`src/rtl/pc_next_unit_pkg.sv`:
```
// Shared types and constants for the program-counter next-address unit.
package pc_next_unit_pkg;

  // Sequencer states: BOOT after reset, FETCH while requesting, TRAP after a redirect.
  typedef enum logic [1:0] {
    ST_BOOT  = 2'd0,
    ST_FETCH = 2'd1,
    ST_TRAP  = 2'd2
  } state_e;

  // Which next-PC candidate won the priority selection.
  typedef enum logic [2:0] {
    SEL_SEQ  = 3'd0,
    SEL_BR   = 3'd1,
    SEL_JAL  = 3'd2,
    SEL_JALR = 3'd3,
    SEL_TRAP = 3'd4
  } sel_e;

  localparam logic [31:0] DEFAULT_RESET_PC = 32'h0000_0000;
  localparam logic [31:0] DEFAULT_TRAP_VEC = 32'h0000_0100;

  // A 16-bit aligned ISA only needs even targets; otherwise targets must be word aligned.
  function automatic logic is_misaligned(input logic [1:0] low_bits,
                                         input int unsigned ialign);
    logic bad;
    if (ialign == 16) bad = low_bits[0];
    else              bad = (low_bits != 2'b00);
    return bad;
  endfunction

endpackage

```
`src/rtl/pc_target_adder.sv`:
```
// Base + offset adder with optional clearing of bit 0 (used for JALR targets).
module pc_target_adder #(
  parameter int unsigned XLEN     = 32,
  parameter bit          CLR_BIT0 = 1'b0
) (
  input  logic [XLEN-1:0] base_i,
  input  logic [XLEN-1:0] offset_i,
  output logic [XLEN-1:0] sum_o
);

  logic [XLEN-1:0] raw_sum;

  // Wrapping add; carry out is intentionally discarded.
  always_comb begin
    raw_sum = base_i + offset_i;
    sum_o   = raw_sum;
    if (CLR_BIT0) sum_o[0] = 1'b0;
  end

endmodule

```
`src/rtl/pc_next_unit.sv`:
```
// Program-counter register with next-PC selection, fetch handshake and
// misaligned-target redirection.
//
// Handshake: fetch_valid_o requests a fetch of pc_o; the request is
// accepted on a rising edge where fetch_valid_o && fetch_ready_i && !stall_i.
// Once raised in FETCH the request is held (and pc_o stays stable) until accepted.
module pc_next_unit
  import pc_next_unit_pkg::*;
#(
  parameter int unsigned     XLEN     = 32,
  parameter logic [XLEN-1:0] RESET_PC = XLEN'(DEFAULT_RESET_PC),
  parameter logic [XLEN-1:0] TRAP_VEC = XLEN'(DEFAULT_TRAP_VEC),
  parameter int unsigned     IALIGN   = 32
) (
  input  logic            clk,
  input  logic            rst_n,
  input  logic            stall_i,
  input  logic            branch_taken_i,
  input  logic            jal_i,
  input  logic            jalr_i,
  input  logic            trap_i,
  input  logic [XLEN-1:0] imm_i,
  input  logic [XLEN-1:0] rs1_i,
  output logic [XLEN-1:0] pc_o,
  output logic [XLEN-1:0] pc_plus_4_o,
  output logic [XLEN-1:0] target_o,
  output logic            fetch_valid_o,
  input  logic            fetch_ready_i,
  output logic            misaligned_o,
  output logic [XLEN-1:0] misaligned_addr_o,
  output logic [1:0]      state_o
);

  state_e          state_q, state_d;
  logic [XLEN-1:0] pc_q, pc_d;
  logic            mis_q, mis_d;
  logic [XLEN-1:0] mis_addr_q, mis_addr_d;

  logic [XLEN-1:0] rel_sum;
  logic [XLEN-1:0] jalr_sum;
  logic [XLEN-1:0] seq_pc;
  sel_e            sel;
  logic            check_align;
  logic            target_misaligned;
  logic            adv;

  // PC-relative path shared by branch and JAL (both are pc + imm).
  pc_target_adder #(.XLEN(XLEN), .CLR_BIT0(1'b0)) u_rel_adder (
    .base_i   (pc_q),
    .offset_i (imm_i),
    .sum_o    (rel_sum)
  );

  // Register-relative path for JALR with bit 0 forced low.
  pc_target_adder #(.XLEN(XLEN), .CLR_BIT0(1'b1)) u_jalr_adder (
    .base_i   (rs1_i),
    .offset_i (imm_i),
    .sum_o    (jalr_sum)
  );

  // Fixed-priority candidate selection and alignment check of the winner.
  always_comb begin
    seq_pc = pc_q + XLEN'(4);
    sel    = SEL_SEQ;
    if (trap_i)              sel = SEL_TRAP;
    else if (jalr_i)         sel = SEL_JALR;
    else if (jal_i)          sel = SEL_JAL;
    else if (branch_taken_i) sel = SEL_BR;

    case (sel)
      SEL_TRAP: target_o = TRAP_VEC;
      SEL_JALR: target_o = jalr_sum;
      SEL_JAL:  target_o = rel_sum;
      SEL_BR:   target_o = rel_sum;
      default:  target_o = seq_pc;
    endcase

    // Sequential fall-through and the trap vector are never checked.
    check_align       = (sel == SEL_BR) || (sel == SEL_JAL) || (sel == SEL_JALR);
    target_misaligned = check_align && is_misaligned(target_o[1:0], IALIGN);
  end

  // Next-state, next-PC and misalignment bookkeeping.
  always_comb begin
    state_d    = state_q;
    pc_d       = pc_q;
    mis_d      = 1'b0;
    mis_addr_d = mis_addr_q;
    adv        = (state_q == ST_FETCH) && fetch_ready_i && !stall_i;

    case (state_q)
      ST_BOOT: state_d = ST_FETCH;
      ST_FETCH: begin
        if (adv) begin
          if (sel == SEL_TRAP) begin
            pc_d    = TRAP_VEC;
            state_d = ST_TRAP;
          end else if (target_misaligned) begin
            pc_d       = TRAP_VEC;
            mis_d      = 1'b1;
            mis_addr_d = target_o;
            state_d    = ST_TRAP;
          end else begin
            pc_d = target_o;
          end
        end
      end
      ST_TRAP: state_d = ST_FETCH;
      default: state_d = ST_BOOT;
    endcase
  end

  // State and PC registers with asynchronous active-low reset.
  always_ff @(posedge clk or negedge rst_n) begin
    if (!rst_n) begin
      state_q    <= ST_BOOT;
      pc_q       <= RESET_PC;
      mis_q      <= 1'b0;
      mis_addr_q <= '0;
    end else begin
      state_q    <= state_d;
      pc_q       <= pc_d;
      mis_q      <= mis_d;
      mis_addr_q <= mis_addr_d;
    end
  end

  assign pc_o              = pc_q;
  assign pc_plus_4_o       = seq_pc;
  assign fetch_valid_o     = (state_q == ST_FETCH);
  assign misaligned_o      = mis_q;
  assign misaligned_addr_o = mis_addr_q;
  assign state_o           = state_q;

endmodule
```
`config.mk`:
```
export PLATFORM = sky130hd
export DESIGN_NAME = pc_next_unit
export DESIGN_NICKNAME = d
export VERILOG_FILES = /design/src/rtl/pc_next_unit_pkg.sv /design/src/rtl/pc_target_adder.sv /design/src/rtl/pc_next_unit.sv
export SDC_FILE = /design/constraint.sdc
export NUM_CORES = 1
export LEC_CHECK = 0
export CAP_MARGIN = 20
export CORE_MARGIN = 2
export CORE_UTILIZATION = 50
export DETAILED_ROUTE_END_ITERATION = 10
export PLACE_DENSITY = 0.82
export SYNTH_ARGS = -nofsm -noshare
export SYNTH_HDL_FRONTEND = slang
export SYNTH_HIERARCHICAL = 1
export SYNTH_SLANG_ARGS = --single-unit
```
`constraint.sdc`:
```
create_clock -name clk -period 5.2 [get_ports clk]
set_clock_uncertainty 0.05 [all_clocks]
set_input_delay 0.78 -clock clk [delete_from_list [all_inputs] [get_ports clk]]
set_output_delay 0.78 -clock clk [all_outputs]
set_load 0.01 [all_outputs]
```
==> impl_metrics.json <==
{
  "status": "finished, final reports clean",
  "portBuffers": 203,
  "finalMaxSlewViolations": 0,
  "die_h_um": 127,
  "track_usage": 0.304,
  "rows": 44,
  "max_freq_ghz": 0.197,
  "synthMostInstantiatedCell": "nand2_1",
  "drt_iter0_markers": 858,
  "max_slew_margin": 0.430,
  "synth_nets": 1084,
  "synth_top_cell_by_area": "dfrtp_1",
  "vias": 8320,
  "hold_path.class": "flop to flop",
  "synth_seq_area_share": 0.223,
  "crit_arrival_ns": 4.25,
  "place_ws_ns": -0.141,
  "cts_max_level": 3,
  "coreArea_mm2": 0.0146,
  "yosys_warnings": 6,
  "via_per_inst": 6.10,
  "wire_per_inst_um": 18.6,
  "cts_tree": "done",
  "clock_sinks": 67,
  "cts_root_buf": "clkbuf_16",
  "critPathMaxFanout": 3,
  "finalCritPeriodShare": 0.978,
  "synthArstFlopShare": 1.00,
  "reg2reg_slack_ns": 1.80,
  "ios": 204,
  "postSynthAreaPerCell_um2": 7.93,
  "synth-edff-count": 0,
  "required_ns": 4.37,
  "final_nets": 1312,
  "endpoint_kind": "output port",
  "setup_viol": 0,
  "synth_ff_type": "dfrtp_1",
  "critPathKind": "primary input to output port",
  "die_w_um": 127,
  "initial_core_util": 0.515,
  "insertion_delay_ns": 0.33,
  "grt_overflow": 0,
  "path_clk_slew_ns": 0.05,
  "layout-drive-gt1-share": 0.116,
  "place_hpwl_mm": 20.2,
  "cts_buffer_depth": 2,
  "timing.final.ws_setup_ns": 0.115,
  "area_growth_syn_to_layout_pct": 37.2,
  "antenna_found_initial": 0,
  "yosysUniqueCellTypes": 96,
  "tightest_slew_ns": 0.855,
  "synth_common_cells": "126 x nand2_1, 78 x a21oi_1, 73 x o21ai_0",
  "power.density_mw_per_mm2": 252,
  "ys_ff_latch": 67,
  "diodes": 0,
  "p_leak_nw": 4.59,
  "power_mw": 2.60,
  "dr.pass1.iters": 8,
  "gp_congestion": 0.967,
  "period_minus_slack_ns": 5.08,
  "die_area_mm2": 0.0160,
  "netlist_area_mm2": 0.00751,
  "start_kind": "primary input",
  "grt_max_degree": 68,
  "routed_wl_mm": 25.3,
  "cap_viol_max_count": 0,
  "peakVddDrop_mv": 0.187,
  "hold_viol": 0,
  "ant_nets": 0,
  "grt_pass1_vias": 7531,
  "numCtsBuffers": 9,
  "drc": 0,
  "yosysTopAreaCellShare": 0.223,
  "grt_pass1_wl_mm": 39.2,
  "synth.area.top_cells": "dfrtp_1 22%, ha_1 10%, nand2_1 6.3%",
  "synthCells": 948
}
routing by layer:
| layer | wire length (um) | vias to the layer above | track usage | share of wire |
|---|---|---|---|---|
| met5 | 0 | - | 0 | 0 |
| met1 | 11200 | 3948 | 0.435 | 0.44 |
| met3 | 2040 | 52 | 0.0392 | 0.081 |
| met2 | 11400 | 403 | 0.481 | 0.45 |
| met4 | 680 | 0 | 0.0879 | 0.027 |
| li1 | - | 3917 | - | - |
kinds of logic (layout without fill, tap and decap cells):
group / Yosys count / count (layout) / synth area share
simple gates: 325 / 325 / 0.212
mux: 10 / 10 / 0.0140
compound gates: 320 / 320 / 0.293
flops: 67 / 67 / 0.223
xor+xnor: 83 / 83 / 0.0968
buf+inv: 78 / 310 / 0.0513
other cells: 1 / 1 / 0.000499
fa+ha+maj: 64 / 64 / 0.109
metrics by stage:
step	utilization	instance area (um2)	TNS [ns]	hold WS (ns)	std cells
finish	0.707	10300	0	0.421	1364
global route	0.707	10300	-0.00676	0.449	1364
CTS	0.701	10200	0	0.430	1358
detailed placement	0.680	9930	-0.319	0.420	1343
global placement	0.680	9930	-0.0950	0.410	1343
floorplan	-	7510	0	0.434	948
power by group:
group	internal [mW]	total, mW	leakage [nW]	switching [mW]
Clock	0.357	0.569	0.141	0.212
Combinational	0.656	1.32	3.56	0.663
Sequential	0.618	0.712	0.894	0.0937
registers in the layout, summed over array words and instances (netlist names):
| register | cells |
|---|---|
| misaligned_addr_o | 32 |
| pc_o | 32 |
| state_o | 2 |
| misaligned_o | 1 |
worst paths after layout:
check,from,end,cells after the start
worst max register to register,pc_o[0],pc_o[30],13
worst max-delay path,rs1_i[0],target_o[18],14
worst min register to register,state_o[0],state_o[0],1
max in group asynchronous,rst_n,misaligned_addr_o[27],2
worst min-delay path,state_o[0],state_o[0],1
min in group asynchronous,rst_n,misaligned_addr_o[4],2
cell type report:
| class | instances | area (um2) |
|---|---|---|
| Multi-Input combinational cell | 803 | 5510 |
| Clock inverter | 2 | 10.0 |
| Clock buffer | 13 | 270 |
| Timing Repair Buffer | 264 | 2500 |
| Tap cell | 184 | 230 |
| Sequential cell | 67 | 1680 |
| Fill cell | 1206 | 4280 |
| Inverter | 31 | 116 |
repair_timing:
item                       CTS  global route
setup endpoints to repair    5            12
setup buffers                0             6
resized for setup            3            14
hold buffers                 0             0
pin swaps                    5            10
placed cells by master, fill, tap and decap left out, types with 7 or more instances in the layout:
cell / n
a21o_1: 27
a22oi_1: 10
nand4_1: 19
and2_1: 10
xor2_1: 30
a21oi_1: 77
xnor2_1: 53
and3_1: 12
o21bai_1: 8
o22ai_1: 7
clkdlybuf4s50_1: 196
ha_1: 62
clkbuf_16: 9
o21ai_0: 71
nand2_1: 125
dfrtp_1: 67
o21a_1: 13
o21ai_2: 7
nor2_1: 64
inv_1: 31
nand3_1: 29
buf_4: 61
nor2b_1: 9
nor3_1: 12
o211ai_1: 8
critical path: stages:
cell and delay, ns:
clkdlybuf4s50_1 0.43, and2_1 0.18, fa_2 0.35, a21o_1 0.24
a2111oi_4 0.47, o21ai_2 0.15, a31oi_4 0.23, o21ai_2 0.12
a31oi_4 0.17, xnor2_1 0.13, a222oi_1 0.32, buf_4 0.19
inv_1 0.04, clkdlybuf4s50_1 0.46
Note: power is estimated with default switching activity, not from simulation.
